### src/rtl/round_controller.sv
`default_nettype none
// ============================================================================
//  Module   : round_controller
//  Purpose  : Sequencer for a memory/guessing game. Each round shows a random
//             target, waits for the player's entry, shows a verdict, and keeps
//             score and lives until the game is over.
//  Revision : 1.0  initial release
// ----------------------------------------------------------------------------
//  Ports
//    clk           in   1   system clock, rising edge
//    rst           in   1   asynchronous active-low reset
//    start         in   1   start/restart strobe (honoured in IDLE/OVER only)
//    randInt       in  16   free-running random source for the target
//    userInt       in  16   player's value, valid with valueReady
//    valueReady    in   1   single-cycle strobe for userInt
//    target        out 16   latched round target
//    displayPhase  out  1   target should be displayed
//    resultValid   out  1   verdict phase
//    resultOk      out  1   verdict of the last round
//    score         out  8   rounds won this game (saturates at 255)
//    lives         out  2   lives remaining
//    gameOver      out  1   game over
// ----------------------------------------------------------------------------
//  Build option
//    INPUT_TIMEOUT_EN : when defined, the input phase expires after
//                       INPUT_CYCLES cycles and counts as a lost round.
// ============================================================================
module round_controller #(
  parameter int unsigned SHOW_CYCLES   = 100000000,
  parameter int unsigned RESULT_CYCLES = 50000000,
  parameter int unsigned INPUT_CYCLES  = 500000000,
  parameter int unsigned LIVES         = 3
) (
  input  logic        clk,
  input  logic        rst,
  input  logic        start,
  input  logic [15:0] randInt,
  input  logic [15:0] userInt,
  input  logic        valueReady,
  output logic [15:0] target,
  output logic        displayPhase,
  output logic        resultValid,
  output logic        resultOk,
  output logic [7:0]  score,
  output logic [1:0]  lives,
  output logic        gameOver
);

  localparam logic [2:0] c_st_idle   = 3'd0;
  localparam logic [2:0] c_st_show   = 3'd1;
  localparam logic [2:0] c_st_input  = 3'd2;
  localparam logic [2:0] c_st_result = 3'd3;
  localparam logic [2:0] c_st_over   = 3'd4;

  localparam logic [31:0] c_show_load   = 32'(SHOW_CYCLES - 1);
  localparam logic [31:0] c_result_load = 32'(RESULT_CYCLES - 1);
  localparam logic [1:0]  c_lives_init  = 2'(LIVES);

`ifdef INPUT_TIMEOUT_EN
  localparam logic [31:0] c_input_load  = 32'(INPUT_CYCLES - 1);
`else
  // Parameter kept for interface compatibility; no timeout hardware exists.
  logic [31:0] input_cycles_unused;
  assign input_cycles_unused = 32'(INPUT_CYCLES);
`endif

  logic [2:0]  state_q,  state_d;
  logic [31:0] cnt_q,    cnt_d;
  logic [15:0] target_q, target_d;
  logic [7:0]  score_q,  score_d;
  logic [1:0]  lives_q,  lives_d;
  logic        ok_q,     ok_d;

  // A round is judged either by a user entry or (optionally) by expiry.
  logic        w_judge;
  logic        w_verdict;

  always_comb begin
    state_d   = state_q;
    cnt_d     = cnt_q;
    target_d  = target_q;
    score_d   = score_q;
    lives_d   = lives_q;
    ok_d      = ok_q;
    w_judge   = 1'b0;
    w_verdict = 1'b0;

    case (state_q)
      c_st_idle, c_st_over: begin
        if (start) begin
          state_d  = c_st_show;
          target_d = randInt;
          score_d  = 8'd0;
          lives_d  = c_lives_init;
          cnt_d    = c_show_load;
        end
      end

      c_st_show: begin
        if (cnt_q == 32'd0) begin
          state_d = c_st_input;
`ifdef INPUT_TIMEOUT_EN
          cnt_d   = c_input_load;
`endif
        end else begin
          cnt_d = cnt_q - 32'd1;
        end
      end

      c_st_input: begin
        // A genuine entry wins over expiry on the same cycle.
        if (valueReady) begin
          w_judge   = 1'b1;
          w_verdict = (userInt == target_q);
        end
`ifdef INPUT_TIMEOUT_EN
        else if (cnt_q == 32'd0) begin
          w_judge   = 1'b1;
          w_verdict = 1'b0;
        end else begin
          cnt_d = cnt_q - 32'd1;
        end
`endif
        if (w_judge) begin
          state_d = c_st_result;
          cnt_d   = c_result_load;
          ok_d    = w_verdict;
          if (w_verdict) begin
            if (score_q != 8'hFF) begin
              score_d = score_q + 8'd1;
            end
          end else if (lives_q != 2'd0) begin
            lives_d = lives_q - 2'd1;
          end
        end
      end

      c_st_result: begin
        if (cnt_q == 32'd0) begin
          if (lives_q == 2'd0) begin
            state_d = c_st_over;
          end else begin
            state_d  = c_st_show;
            target_d = randInt;
            cnt_d    = c_show_load;
          end
        end else begin
          cnt_d = cnt_q - 32'd1;
        end
      end

      default: begin
        state_d = c_st_idle;
      end
    endcase
  end

  always_ff @(posedge clk or negedge rst) begin
    if (!rst) begin
      state_q  <= c_st_idle;
      cnt_q    <= 32'd0;
      target_q <= 16'd0;
      score_q  <= 8'd0;
      lives_q  <= 2'd0;
      ok_q     <= 1'b0;
    end else begin
      state_q  <= state_d;
      cnt_q    <= cnt_d;
      target_q <= target_d;
      score_q  <= score_d;
      lives_q  <= lives_d;
      ok_q     <= ok_d;
    end
  end

  // Phase flags decode the registered state only.
  assign displayPhase = (state_q == c_st_show);
  assign resultValid  = (state_q == c_st_result);
  assign gameOver     = (state_q == c_st_over);
  assign target       = target_q;
  assign resultOk     = ok_q;
  assign score        = score_q;
  assign lives        = lives_q;

endmodule
`default_nettype wire

### config.mk
export PLATFORM = sky130hd
export DESIGN_NAME = round_controller
export DESIGN_NICKNAME = d
export VERILOG_FILES = /design/src/rtl/round_controller.sv
export SDC_FILE = /design/constraint.sdc
export NUM_CORES = 1
export LEC_CHECK = 0
export CELL_PAD_IN_SITES_DETAIL_PLACEMENT = 1
export CELL_PAD_IN_SITES_GLOBAL_PLACEMENT = 1
export CORE_AREA = 2 2 92 94
export CTS_BUF_LIST = sky130_fd_sc_hd__clkbuf_4
export DETAILED_ROUTE_END_ITERATION = 12
export DIE_AREA = 0 0 94 96
export PLACE_DENSITY = 0.88
export SLEW_MARGIN = 20
export SYNTH_ARGS = -nofsm -noshare
export SYNTH_HDL_FRONTEND = slang
export SYNTH_SLANG_ARGS = --single-unit
### constraint.sdc
create_clock -name clk -period 4.4 [get_ports clk]
set_clock_uncertainty 0.15 [all_clocks]
set_input_delay 0.66 -clock clk [delete_from_list [all_inputs] [get_ports clk]]
set_output_delay 0.66 -clock clk [all_outputs]
set_load 0.02 [all_outputs]
# ---- Word-level counts from Yosys, hierarchy flattened
# Index checks and enable logic that the tools add are counted.
# W data, S select, Z words.
dict set report op_classes {
  muxes 30
  reduce_logical 14
  n_eq_ne 17
  addsub 3
}
# operator n
set op_table {}
lappend op_table {{$mux W32} 5}
lappend op_table {{$pmux W32 S4} 1}
lappend op_table {{$mux W16} 3}
lappend op_table {{$logic_not A32 Y1} 1}
lappend op_table {{$mux W8} 4}
lappend op_table {{$pmux W16 S2} 1}
lappend op_table {{$sub A32 B1 Y32 const B} 1}
lappend op_table {{$eq A16 B16 Y1} 1}
lappend op_table {{$ne A2 B2 Y1 const B} 8}
lappend op_table {{$pmux W8 S2} 1}
lappend op_table {{$mux W3} 5}
lappend op_table {{$reduce_and A5 Y1} 3}
lappend op_table {{$pmux W3 S4} 1}
lappend op_table {{$add A8 B1 Y8 const B} 1}
lappend op_table {{$mux W2} 4}
lappend op_table {{$ne A8 B8 Y1 const B} 1}
lappend op_table {{$reduce_and A4 Y1} 2}
lappend op_table {{$eq A3 B2 Y1 const B} 2}
lappend op_table {{$reduce_bool A2 Y1} 3}
lappend op_table {{$mux W1} 4}
lappend op_table {{$ne A2 B1 Y1 const B} 2}
lappend op_table {{$pmux W2 S2} 1}
lappend op_table {{$reduce_bool A4 Y1} 1}
lappend op_table {{$eq A3 B1 Y1 const B} 1}
lappend op_table {{7 further kinds} 7}
dict set report totals {
  inputBits 36
  register_bits 62
  output_inout_bits 30
}

# ---- Longest topological paths before layout
dict set report logic_depth {
  word_depth 6
  depth_mapped 10
}

# ---- Worst setup path before layout
# OpenSTA, ideal clock, no wires.
dict set report synth_path {
  path_kind {input port to flip-flop}
  start {in userInt[10]}
  end {reg score_q[7], in the netlist score[7]}
  arrival_ns 2.354
  slack_ns 1.775
  cell_stages 6
  required_time_ns 4.130
  setup_ns 0.120
  path_cell_list {xor2_1 -> or4_1 -> or4_1 -> nor3_2 -> a31oi_1 -> a41o_1}
}
dict set report synth_between {
  elab_chain_cells 5
}
# item line_no
set synth_rtl {}
lappend synth_rtl {{from (decl)} 38} ;# input logic [15:0] userInt,
lappend synth_rtl {{$eq A16 B16 Y1} 114} ;# w_verdict = (userInt == target_q);
lappend synth_rtl {{$mux W1} 112} ;# if (valueReady) begin
lappend synth_rtl {{$mux W1} 88} ;# case (state_q)
lappend synth_rtl {{$ne A2 B2 Y1 (no source line)} --}
lappend synth_rtl {{$reduce_and A5 Y1 (no source line)} --}
lappend synth_rtl {{to (signal assigned)} 170} ;# score_q <= score_d;
lappend synth_rtl {{to (decl)} 70} ;# logic [7:0] score_q, score_d;
# Every way passes these cells. The select of a mux whose other input is x is not followed.
# A chain may end at the register's enable or synchronous reset.

# ---- Worst setup path after layout
dict set report layout_path {
  start {in userInt[6]}
  end {reg score_q[3], in the netlist score[3]}
}
# Same word-level chain as after synthesis.

==> metrics.txt <==
# TYPE chip_impl_metric gauge
chip_impl_info{name="status",value="finished clean"} 1
chip_impl_metric{name="worst_skew_pair.late_latency",unit="ns"} 0.43
chip_impl_metric{name="ant_nets",unit=""} 0
chip_impl_metric{name="post_cts_setup_buffer_count",unit=""} 0
chip_impl_info{name="hold_path_class",value="in -> async"} 1
chip_impl_metric{name="final_min_period_over_clock_period",unit="%"} 68.42
chip_impl_info{name="cell_accounting_for_the_most_synthesized_area",value="dfrtp_1"} 1
chip_impl_metric{name="internal-power",unit="mW"} 1.127
chip_impl_metric{name="timing.reg2reg.worst_path_depth",unit=""} 6
chip_impl_metric{name="drt_drc_violations_left",unit=""} 0
chip_impl_metric{name="max-clock-path-buffers",unit=""} 2
chip_impl_metric{name="vias_in_the_first_global_route",unit=""} 3342
chip_impl_info{name="worst-setup-path-type",value="in -> reg"} 1
chip_impl_info{name="crit_slowest_cell",value="or4_1"} 1
chip_impl_metric{name="final-max-slew-violation-count",unit=""} 0
chip_impl_metric{name="warnings_synthesis",unit=""} 0
chip_impl_metric{name="p_clk_share",unit="%"} 17.9
chip_impl_metric{name="synth_edf_count",unit=""} 0
chip_impl_metric{name="area_delta_synth_final",unit="%"} 24.14
chip_impl_info{name="netlist_top_cells_area",value="dfrtp_1 (45%), xor2_1 (7.1%), mux2_4 (3.5%)"} 1
chip_impl_info{name="r2r-end",value="score[3]"} 1
chip_impl_metric{name="die_area",unit="sq mm"} 0.009024
chip_impl_metric{name="cts_max_level",unit=""} 3
chip_impl_metric{name="p_total",unit="mW"} 1.786
chip_impl_metric{name="boundaryPins",unit=""} 66
chip_impl_info{name="synthFlopType",value="dfrtp_1"} 1
chip_impl_metric{name="synth_async_sr_flop_share",unit="%"} 100.0
chip_impl_metric{name="finalCriticalPeriod",unit="ns"} 3.011
chip_impl_metric{name="share_of_layout_cells_above_drive_strength_1",unit="%"} 9.390
chip_impl_metric{name="final.setup.tns",unit="ns"} 0
chip_impl_metric{name="antenna_violations_before_repair",unit=""} 0
chip_impl_metric{name="placed_cells_incl_taps",unit=""} 517
chip_impl_metric{name="timing.critical_path.buf_inv",unit=""} 1
chip_impl_metric{name="syn-num-nets",unit=""} 397
chip_impl_info{name="end_kind",value="flip-flop"} 1
chip_impl_metric{name="postCtsResizedCells",unit=""} 0
chip_impl_metric{name="timing_worst_slew_pin_value",unit="ns"} 0.9998
chip_impl_info{name="root_buffer",value="clkbuf_4"} 1
chip_impl_metric{name="io_buffer_count",unit=""} 65
chip_impl_metric{name="relSlewSlack",unit="%"} 33.28
chip_impl_metric{name="synth_cell_types",unit=""} 57
chip_impl_metric{name="post-route-util",unit="%"} 53.46
chip_impl_metric{name="finalNetCount",unit=""} 463
chip_impl_metric{name="grt_start_max_net_pins",unit=""} 39
chip_impl_metric{name="cts-hold-fix-buffers",unit=""} 0
chip_impl_metric{name="filler_cell_count",unit=""} 912
chip_impl_metric{name="floorplan.core_area",unit="sq mm"} 0.008051
chip_impl_metric{name="p_seq_share",unit="%"} 44.5
chip_impl_metric{name="crit_fanout",unit=""} 11
chip_impl_metric{name="total_leakage_power",unit="nW"} 1.778
chip_impl_info{name="setup_repair_after_global_routing_missed_its_margin",value="no"} 1
chip_impl_metric{name="switching_share",unit="%"} 36.91
chip_impl_metric{name="report.final.hold_viol_count",unit=""} 0
chip_impl_metric{name="p_switching",unit="uW"} 659.3
chip_impl_metric{name="r2r_setup_slack",unit="ns"} 1.57
chip_impl_metric{name="die_h",unit="microns"} 96
chip_impl_info{name="tritoncts",value="done"} 1
chip_impl_metric{name="grt_pass1_wl",unit="microns"} 17420
chip_impl_metric{name="initialDrtViolationCount",unit=""} 136
chip_impl_metric{name="drv.max_cap_violation_count",unit=""} 0
chip_impl_metric{name="power.share.combinational",unit="%"} 37.6
chip_impl_metric{name="pwr_density_cell",unit="mW/mm^2"} 415.0
chip_impl_metric{name="number_of_core_rows",unit=""} 33
chip_impl_metric{name="routed_wl",unit="microns"} 10300
chip_impl_metric{name="floorplan.initialDensity",unit="%"} 43.06
chip_impl_info{name="worstReg2RegStart",value="target[6]"} 1
chip_impl_metric{name="diodes",unit=""} 0
chip_impl_metric{name="tritoncts.num_buffers",unit=""} 9
chip_impl_info{name="crit_path_cell_trace",value="clkdlybuf4s50_1 > xor2_1 > or4_1 > nor4b_1 > nand4_1 > or3_1 > a21oi_1"} 1
chip_impl_metric{name="timing.critical_path.slowest_cell_delay",unit="ns"} 0.52
chip_impl_info{name="largest_delay_share_family_worst_path",value="simple AND/OR/NAND/NOR gates"} 1
chip_impl_metric{name="drt-vias-per-instance",unit=""} 5.844
chip_impl_metric{name="grt_overflow",unit=""} 0
chip_impl_metric{name="synth_seq_cells",unit=""} 62
chip_impl_metric{name="avgSynthCellArea",unit="sq um"} 9.712
chip_impl_metric{name="global_router_s_overall_resource_usage",unit="%"} 25.26
chip_impl_metric{name="clock_sink_count",unit=""} 62
chip_impl_info{name="worstSetupStartpointType",value="input port"} 1
chip_impl_metric{name="clock_input_transition_at_the_sequential_cells_of_the_worst_setup_and_hold_paths",unit="ns"} 0.10
chip_impl_metric{name="route.detailed.wl_per_inst",unit="microns"} 19.40
chip_impl_metric{name="max-vdd-ir-drop",unit="V"} 0.0003050
chip_impl_metric{name="setup-violations-final",unit=""} 0
chip_impl_metric{name="detailroute.via_count",unit=""} 3103
chip_impl_metric{name="synthesis.instances",unit=""} 357
chip_impl_metric{name="stdcell_count",unit=""} 531
chip_impl_metric{name="weighted_congestion_reported_at_the_end_of_routability_driven_placement",unit=""} 0.8595
chip_impl_metric{name="upper_clock_frequency_limit",unit="MHz"} 332.2
chip_impl_metric{name="synth.top_cell.area_share",unit="%"} 44.75
chip_impl_metric{name="data_required_time_at_the_worst_endpoint",unit="ns"} 4.60
chip_impl_metric{name="drt_first_pass_iters",unit=""} 4
chip_impl_metric{name="post_synth_instance_area",unit="sq mm"} 0.003467
chip_impl_metric{name="place_hpwl",unit="microns"} 7658
chip_impl_metric{name="synth_seq_area_share",unit="%"} 44.75
chip_impl_metric{name="multi_input_area",unit="sq mm"} 0.001802
chip_impl_metric{name="worstPathArrival",unit="ns"} 3.21
chip_impl_metric{name="die_span_x",unit="microns"} 94
chip_impl_metric{name="seqCellArea",unit="sq mm"} 0.001551
==> state kept, by name, indices dropped and copies added, names as in the netlist <==
| signal | flops |
|---|---|
| lives | 2 |
| score | 8 |
| target | 16 |
| cnt_q | 32 |
| state_q | 3 |
| resultOk | 1 |
==> layout make-up <==
class / instances / area share, %
inverters: 12 / 1.047
multi-input cells: 268 / 41.86
clock buffers: 10 / 1.744
clock inverters: 4 / 0.3779
well taps: 105 / 3.052
flip-flops and latches: 62 / 36.05
repair buffers: 70 / 15.87
==> kinds of logic (layout without fill, tap and decap cells) <==
| group | count (synthesis) | in the layout | share of synthesized area [%] |
|---|---|---|---|
| and+or+nand+nor | 151 | 151 | 24.50 |
| buffers and inverters | 27 | 96 | 3.284 |
| xor gates and xnor gates | 32 | 32 | 8.084 |
| DFF | 62 | 62 | 44.75 |
| adders and majority gates | 4 | 4 | 1.444 |
| muxes | 18 | 18 | 6.640 |
| AOI/OAI and AO/OA | 63 | 63 | 11.30 |
==> synth_stat cells (all sizes together) (3+ instances only) <==
cell type and number:
xor2 28, nand3b 5, and2 3, or3 4, or4 8, nor4 11
o21ai 21, xnor2 4, mux2 16, a31oi 6, and4b 3, nor3b 3
nand4 10, clkbuf 10, nand3 18, buf 5, a21oi 15, ha 4
nand2 28, inv 12, or2 3, nor3 12, nand4b 3, dfrtp 62
o22a 3, nor2 28, nand2b 4
==> layout by cell type (no fill, tap or decap), drive strengths merged, types with 2 or more instances in the layout <==
master	n
and2	3
xor2	28
nor3b	3
o22a	3
nand3	18
nor4b	2
inv	12
clkdlybuf4s50	64
xnor2	4
clkbuf	10
a41o	2
mux2i	2
buf	6
clkinv	4
and3	2
mux2	16
ha	4
or4	8
and4b	3
or3	4
o21a	2
nor2	28
o21ai	21
a21oi	15
nand4	10
nand4b	3
or2	3
nand3b	5
a31oi	6
nor4	11
dfrtp	62
nand2b	4
a211oi	2
o211ai	2
nand2	28
nor3	12
a21o	2
==> per-layer routing <==
layer  share of wire (%)  vias to the layer above  track usage (%)
met1                  42                     1584            30.69
met2                  52                       73            43.51
li1                    -                     1425                -
met3                 4.0                       21            6.265
met4                 2.0                        0            9.420
met5                   0                        -                0
==> worst max-delay path by stage <==
| stage | from | slack [ns] | endpoint | depth (start not counted) |
|---|---|---|---|---|
| detailed placement | userInt[1] | 0.99 | score[3] | 7 |
| global placement | userInt[1] | 1.08 | score[3] | 7 |
| global route | userInt[6] | 1.22 | score[3] | 7 |
| finish | userInt[6] | 1.39 | score[3] | 7 |
| CTS | userInt[1] | 1.41 | score[3] | 7 |
| floorplan | userInt[10] | 1.78 | score[7] | 6 |
==> power groups by stage <==
stage / logic, mW / clock network (mW) / registers, mW
6_report: 0.672 / 0.319 / 0.796
4_1_cts: 0.678 / 0.324 / 0.796
5_1_grt: 0.728 / 0.350 / 0.813
2_1_floorplan: 0.292 / 0 / 0.873
3_5_place_dp: 0.673 / 0 / 0.808
3_3_place_gp: 0.649 / 0 / 0.796
==> stage by stage <==
stage	hold WS, ns	worst slack, ns	cell area [sq um]
2_1_floorplan	0.2144	1.775	3467
3_3_place_gp	0.3101	1.085	4213
3_5_place_dp	0.3236	0.9858	4213
4_1_cts	0.2285	1.407	4304
5_1_grt	0.2421	1.216	4304
6_report	0.2060	1.390	4304
Power figures use the tool's default switching activity.
